`src/rtl/cordic_engine_if.sv`:
```
// Handshake and operand/result bundle for cordic_engine.
// The master side presents operations and consumes results; the engine is the slave.
interface cordic_engine_if #(
  parameter int WIDTH = 32
);
  logic             in_valid;
  logic             in_ready;
  logic             mode;
  logic [WIDTH-1:0] x_in;
  logic [WIDTH-1:0] y_in;
  logic [WIDTH-1:0] z_in;
  logic             out_valid;
  logic             out_ready;
  logic [WIDTH-1:0] x_out;
  logic [WIDTH-1:0] y_out;
  logic [WIDTH-1:0] z_out;

  modport master (
    output in_valid, mode, x_in, y_in, z_in, out_ready,
    input  in_ready, out_valid, x_out, y_out, z_out
  );

  modport slave (
    input  in_valid, mode, x_in, y_in, z_in, out_ready,
    output in_ready, out_valid, x_out, y_out, z_out
  );
endinterface

```
`src/rtl/cordic_engine.sv`:
```
// Iterative CORDIC engine: one micro-rotation per clock, rotation or vectoring mode,
// no gain compensation. Results are the working registers, held through DONE and IDLE.
module cordic_engine #(
  parameter int WIDTH = 32,
  parameter int FRAC  = 29,
  parameter int ITER  = 16
) (
  input logic            clk,
  input logic            rst_n,
  cordic_engine_if.slave bus
);
  localparam int CW = (ITER > 1) ? $clog2(ITER) : 1;
  localparam logic [CW-1:0] LAST_I = CW'(ITER - 1);

  typedef enum logic [1:0] {S_IDLE, S_ITER, S_DONE} state_t;

  // atan(2^-i) at 62 fraction bits (pi/4 for i = 0, odd power series otherwise), rounded to FRAC.
  function automatic longint atan_q(input int i);
    longint acc;
    longint term;
    if (i == 32'sd0) begin
      acc = 64'sh3243F6A8885A308D;
    end else begin
      acc = 64'sd0;
      for (int k = 1; i * k < 32'sd62; k += 2) begin
        term = (64'sd1 <<< 62) >>> (i * k);
        term = term / k;
        acc  = ((k % 4) == 32'sd1) ? acc + term : acc - term;
      end
    end
    return (acc + (64'sd1 <<< (61 - FRAC))) >>> (62 - FRAC);
  endfunction

  logic [WIDTH-1:0] atan_tab_s [ITER];

  for (genvar g = 0; g < ITER; g++) begin : g_atan
    localparam longint ATAN_Q = atan_q(g);
    assign atan_tab_s[g] = ATAN_Q[WIDTH-1:0];
  end

  state_t                   state_r;
  state_t                   state_nx_s;
  logic                     accept_s;
  logic                     step_s;
  logic                     mode_r;
  logic [CW-1:0]            i_r;
  logic signed [WIDTH-1:0]  x_r;
  logic signed [WIDTH-1:0]  y_r;
  logic signed [WIDTH-1:0]  z_r;
  logic signed [WIDTH-1:0]  x_nx_s;
  logic signed [WIDTH-1:0]  y_nx_s;
  logic signed [WIDTH-1:0]  z_nx_s;
  logic                     d_pos_s;

  // State register.
  always_ff @(posedge clk or negedge rst_n) begin
    if (!rst_n) begin
      state_r <= S_IDLE;
    end else begin
      state_r <= state_nx_s;
    end
  end

  // Next-state decode and datapath strobes.
  always_comb begin
    state_nx_s = state_r;
    accept_s   = 1'b0;
    step_s     = 1'b0;
    case (state_r)
      S_IDLE: begin
        if (bus.in_valid) begin
          accept_s   = 1'b1;
          state_nx_s = S_ITER;
        end else begin
          state_nx_s = S_IDLE;
        end
      end
      S_ITER: begin
        step_s = 1'b1;
        if (i_r == LAST_I) begin
          state_nx_s = S_DONE;
        end else begin
          state_nx_s = S_ITER;
        end
      end
      S_DONE: begin
        if (bus.out_ready) begin
          state_nx_s = S_IDLE;
        end else begin
          state_nx_s = S_DONE;
        end
      end
      default: begin
        state_nx_s = S_IDLE;
      end
    endcase
  end

  // One micro-rotation; d = +1 drives z towards zero (rotation) or y towards zero (vectoring).
  always_comb begin
    d_pos_s = mode_r ? y_r[WIDTH-1] : ~z_r[WIDTH-1];
    if (d_pos_s) begin
      x_nx_s = x_r - (y_r >>> i_r);
      y_nx_s = y_r + (x_r >>> i_r);
      z_nx_s = z_r - $signed(atan_tab_s[i_r]);
    end else begin
      x_nx_s = x_r + (y_r >>> i_r);
      y_nx_s = y_r - (x_r >>> i_r);
      z_nx_s = z_r + $signed(atan_tab_s[i_r]);
    end
  end

  // Working registers double as the result registers.
  always_ff @(posedge clk or negedge rst_n) begin
    if (!rst_n) begin
      mode_r <= 1'b0;
      i_r    <= '0;
      x_r    <= '0;
      y_r    <= '0;
      z_r    <= '0;
    end else if (accept_s) begin
      mode_r <= bus.mode;
      i_r    <= '0;
      x_r    <= bus.x_in;
      y_r    <= bus.y_in;
      z_r    <= bus.z_in;
    end else if (step_s) begin
      mode_r <= mode_r;
      i_r    <= i_r + CW'(1);
      x_r    <= x_nx_s;
      y_r    <= y_nx_s;
      z_r    <= z_nx_s;
    end else begin
      mode_r <= mode_r;
      i_r    <= i_r;
      x_r    <= x_r;
      y_r    <= y_r;
      z_r    <= z_r;
    end
  end

  // Ready is masked by rst_n so it drops at once on reset and rises at release.
  assign bus.in_ready  = rst_n & (state_r == S_IDLE);
  assign bus.out_valid = (state_r == S_DONE);
  assign bus.x_out     = x_r;
  assign bus.y_out     = y_r;
  assign bus.z_out     = z_r;
endmodule

```
`src/flat_wrapper.sv`:
```
// flat-port wrapper written by rule: the top's interface ports become plain ports
module cordic_engine_flat 
#(
  parameter int WIDTH = 32,
  parameter int FRAC  = 29,
  parameter int ITER  = 16
)
  (clk, rst_n, bus_in_valid, bus_mode, bus_x_in, bus_y_in, bus_z_in, bus_out_ready, bus_in_ready, bus_out_valid, bus_x_out, bus_y_out, bus_z_out);
  cordic_engine_if #(.WIDTH(WIDTH)) bus_i ();
  input logic clk;
  input logic rst_n;
  input wire logic [$bits(bus_i.in_valid)-1:0] bus_in_valid;
  input wire logic [$bits(bus_i.mode)-1:0] bus_mode;
  input wire logic [$bits(bus_i.x_in)-1:0] bus_x_in;
  input wire logic [$bits(bus_i.y_in)-1:0] bus_y_in;
  input wire logic [$bits(bus_i.z_in)-1:0] bus_z_in;
  input wire logic [$bits(bus_i.out_ready)-1:0] bus_out_ready;
  output wire logic [$bits(bus_i.in_ready)-1:0] bus_in_ready;
  output wire logic [$bits(bus_i.out_valid)-1:0] bus_out_valid;
  output wire logic [$bits(bus_i.x_out)-1:0] bus_x_out;
  output wire logic [$bits(bus_i.y_out)-1:0] bus_y_out;
  output wire logic [$bits(bus_i.z_out)-1:0] bus_z_out;
  assign bus_i.in_valid = bus_in_valid;
  assign bus_i.mode = bus_mode;
  assign bus_i.x_in = bus_x_in;
  assign bus_i.y_in = bus_y_in;
  assign bus_i.z_in = bus_z_in;
  assign bus_i.out_ready = bus_out_ready;
  assign bus_in_ready = bus_i.in_ready;
  assign bus_out_valid = bus_i.out_valid;
  assign bus_x_out = bus_i.x_out;
  assign bus_y_out = bus_i.y_out;
  assign bus_z_out = bus_i.z_out;
  cordic_engine #(.WIDTH(WIDTH), .FRAC(FRAC), .ITER(ITER)) u_core (.clk(clk), .rst_n(rst_n), .bus(bus_i));
endmodule
```
`config.mk`:
```
export PLATFORM = sky130hd
export DESIGN_NAME = cordic_engine_flat
export DESIGN_NICKNAME = d
export VERILOG_FILES = /design/src/rtl/cordic_engine_if.sv /design/src/rtl/cordic_engine.sv /design/src/flat_wrapper.sv
export SDC_FILE = /design/constraint.sdc
export NUM_CORES = 1
export LEC_CHECK = 0
export BUFFER_PORTS_ARGS = -buffer_cell sky130_fd_sc_hd__buf_2
export CELL_PAD_IN_SITES_DETAIL_PLACEMENT = 1
export CELL_PAD_IN_SITES_GLOBAL_PLACEMENT = 1
export CORE_MARGIN = 1
export CORE_UTILIZATION = 45
export CTS_BUF_LIST = sky130_fd_sc_hd__clkbuf_4
export CTS_CLUSTER_SIZE = 40
export DETAILED_ROUTE_END_ITERATION = 10
export MAX_ROUTING_LAYER = met4
export PLACE_DENSITY_LB_ADDON = 0.1
export SLEW_MARGIN = 30
export SYNTH_ARGS = -nofsm -noshare
export SYNTH_HDL_FRONTEND = slang
export SYNTH_SLANG_ARGS = --single-unit
```
`constraint.sdc`:
```
create_clock -name clk -period 7.2 [get_ports clk]
set_input_delay 1.44 -clock clk [delete_from_list [all_inputs] [get_ports clk]]
set_output_delay 1.44 -clock clk [all_outputs]
set_load 0.01 [all_outputs]
```
==> flow_metrics.env <==
export IMPL_status="finished, final reports clean"
export IMPL_drt_iter0_markers=885
export IMPL_first_pass_iters=5
export IMPL_place_congestion=0.933
export IMPL_num_vias=15300
export IMPL_cts_max_level=3
export IMPL_finalCriticalPeriod_ns=6.48
export IMPL_grt_pass1_vias=15800
export IMPL_relSlewSlack_pct=39.4
export IMPL_clk_pin_slew_ns=0.19
export IMPL_synth_largest_area_cell="dfrtp_1"
export IMPL_syn_nets=2101
export IMPL_grt_overflow_total=0
export IMPL_root_buffer="clkbuf_4"
export IMPL_ys_ff_latch=103
export IMPL_route_antenna_remaining_nets=0
export IMPL_antenna_found_initial=3
export IMPL_initial_core_util_pct=45.9
export IMPL_ys_seq_area_share_pct=17.3
export IMPL_grt_max_degree=86
export IMPL_fp_dieW_um=184
export IMPL_end_kind="flop"
export IMPL_synth_edf_count=0
export IMPL_cts_resized=0
export IMPL_async_flop_share_pct=100
export IMPL_dpl_hpwl_mm=41.3
export IMPL_wl_mm=54.8
export IMPL_drv_slew=0
export IMPL_numCtsBuffers=9
export IMPL_rows=66
export IMPL_clock_path_buffers=2
export IMPL_hold_viol_final=0
export IMPL_cts_sinks=103
export IMPL_fin_crit_sh_pct=90.0
export IMPL_maxCapViolations=0
export IMPL_synthDominantCellAreaShare_pct=17.3
export IMPL_cp_required_ns=7.73
export IMPL_final_area_um2=16300
export IMPL_hold_buffers=0
export IMPL_die_area_um2=33900
export IMPL_fmax_mhz=154
export IMPL_route_detailed_drc=0
export IMPL_ioPinCount=199
export IMPL_fin_skew_ns=0.0205
export IMPL_cts_tree="built"
export IMPL_gr_usage_all_layers_pct=33.9
export IMPL_avgViaCountPerCell=6.24
export IMPL_synthFlopType="dfrtp_1"
export IMPL_io_buffers=198
export IMPL_routedWlPerCell_um=22.3
export IMPL_syn_area_per_cell_um2=7.91
export IMPL_worst_pin_slew_ns=0.901
export IMPL_postCtsSetupBuffers=0
export IMPL_grt_pass1_wl_mm=86.7
export IMPL_cp_max_fo=44
export IMPL_cp_start_kind="flop"
export IMPL_crit_arrival_ns=7.02
export IMPL_syn_to_final_growth_pct=9.38
export IMPL_synth_distinct_cells=78
export IMPL_insertion_delay_ns=0.63
export IMPL_placed_cell_area_um2=16200
export IMPL_fin_nets=2223
export IMPL_drive_above_1_share_pct=18.2
export IMPL_yosys_warnings=0
export IMPL_netlist_instances=1885
export IMPL_rsz0062_at_grt="no"
export IMPL_hp_class="reg -> reg"
export IMPL_coreArea_um2=32500
export IMPL_setup_viol_count_final=0
export IMPL_die_y_um=184
export IMPL_synthesis_area_um2=14900
export IMPL_synthTopCellsByArea="dfrtp_1 17%, ha_1 9.4%, mux4_2 9.2%, a21oi_1 7.0%, xnor2_1 5.7%"
export IMPL_crit_type="reg -> reg"
export IMPL_setup_tns_ns=0
==> path summary, 6_finish.rpt <==
kind                                             end            startpoint  slack, ns  cells past startpoint
worst max register to register  u_core.bus.y_out[30]         u_core.i_r[1]       0.72                     20
max in group asynchronous              u_core.i_r[0]                 rst_n       4.99                      3
worst min register to register  u_core.bus.z_out[16]  u_core.bus.z_out[16]       0.59                      2
worst max-delay path            u_core.bus.y_out[30]         u_core.i_r[1]       0.72                     20
min in group asynchronous        u_core.bus.y_out[1]                 rst_n       0.69                      1
worst min-delay path            u_core.bus.z_out[16]  u_core.bus.z_out[16]       0.59                      2
==> per-layer routing <==
metal | vias to the layer above | global-route usage, % | share of wire, %
met5 | - | - | 0
met2 | 415 | 57.6 | 50
met4 | 0 | 16.6 | 4.0
li1 | 7212 | - | -
met3 | 111 | 2.99 | 3.8
met1 | 7584 | 40.1 | 42
==> Yosys cell counts, types with 35 or more instances <==
master    count
nand2_1     221
a21oi_1     209
nor2_1      155
o21ai_0     140
ha_1        112
dfrtp_1     103
xnor2_1      97
mux2i_1      63
mux4_2       61
clkbuf_1     56
inv_1        53
xor2_1       53
a31oi_1      44
mux2_2       37
a21o_1       35
==> state kept, by name, summed over array words and instances (netlist names) <==
register and count:
u_core.mode_r 1, u_core.state_r 2, u_core.bus.y_out 32, u_core.bus.z_out 32, u_core.bus.x_out 32, u_core.i_r 4
==> placed cells by master (no fill, tap or decap), types with 61 or more instances in the layout <==
cell,count
nand2_1,219
a21oi_1,209
buf_2,197
nor2_1,154
o21ai_0,140
ha_1,112
dfrtp_1,99
xnor2_1,97
mux2i_1,62
mux4_2,61
==> through the flow <==
stage	utilization (%)	hold slack [ns]	worst slack (ns)	std cells
after detailed placement	49.8	0.557	0.838	2438
after CTS	50.1	0.587	0.784	2454
after global placement	49.8	0.532	1.04	2438
final	50.1	0.588	0.718	2457
after global routing	50.1	0.611	0.262	2457
after floorplan	-	0.498	1.38	1885
==> worst max-delay path, cell delays in order, from the launching register on <==
cell and delay (ns):
dfrtp_4 0.86, buf_4 0.60, buf_4 0.47, mux4_2 0.61, mux2_2 0.30, a21oi_1 0.30
and3b_1 0.26, and4_1 0.34, a31oi_1 0.13, xor2_1 0.17, ha_1 0.35, a21oi_1 0.20
o21bai_1 0.08, a21oi_1 0.21, o21ai_0 0.10, a21o_1 0.22, a21oi_1 0.31, o21ai_0 0.21
a21boi_0 0.31, nor3_1 0.08, o31a_1 0.24
==> kinds of logic (layout without fill, tap and decap cells) <==
logic type,count (synthesis),count (layout),share of synthesized area [%]
AOI/OAI and AO/OA,610,610,25.1
adders and majority gates,115,115,9.80
xor gates and xnor gates,150,150,8.81
other,0,3,0
muxes,161,161,16.2
DFF,103,103,17.3
buffers and inverters,164,291,4.74
and+or+nand+nor,582,582,18.1
==> area by class of cell <==
class	count	area (um^2)
multi-input cells	1618	11700
clock buffers	9	67.6
diodes	3	7.51
repair buffers	220	1170
fillers	4121	16200
inverters	55	206
well taps	442	553
clock inverters	7	45.0
flip-flops and latches	103	2590
Power is left out: the tool's default activity adds up to more than one toggle a clock period on the data nets, which glitch-free logic cannot reach.
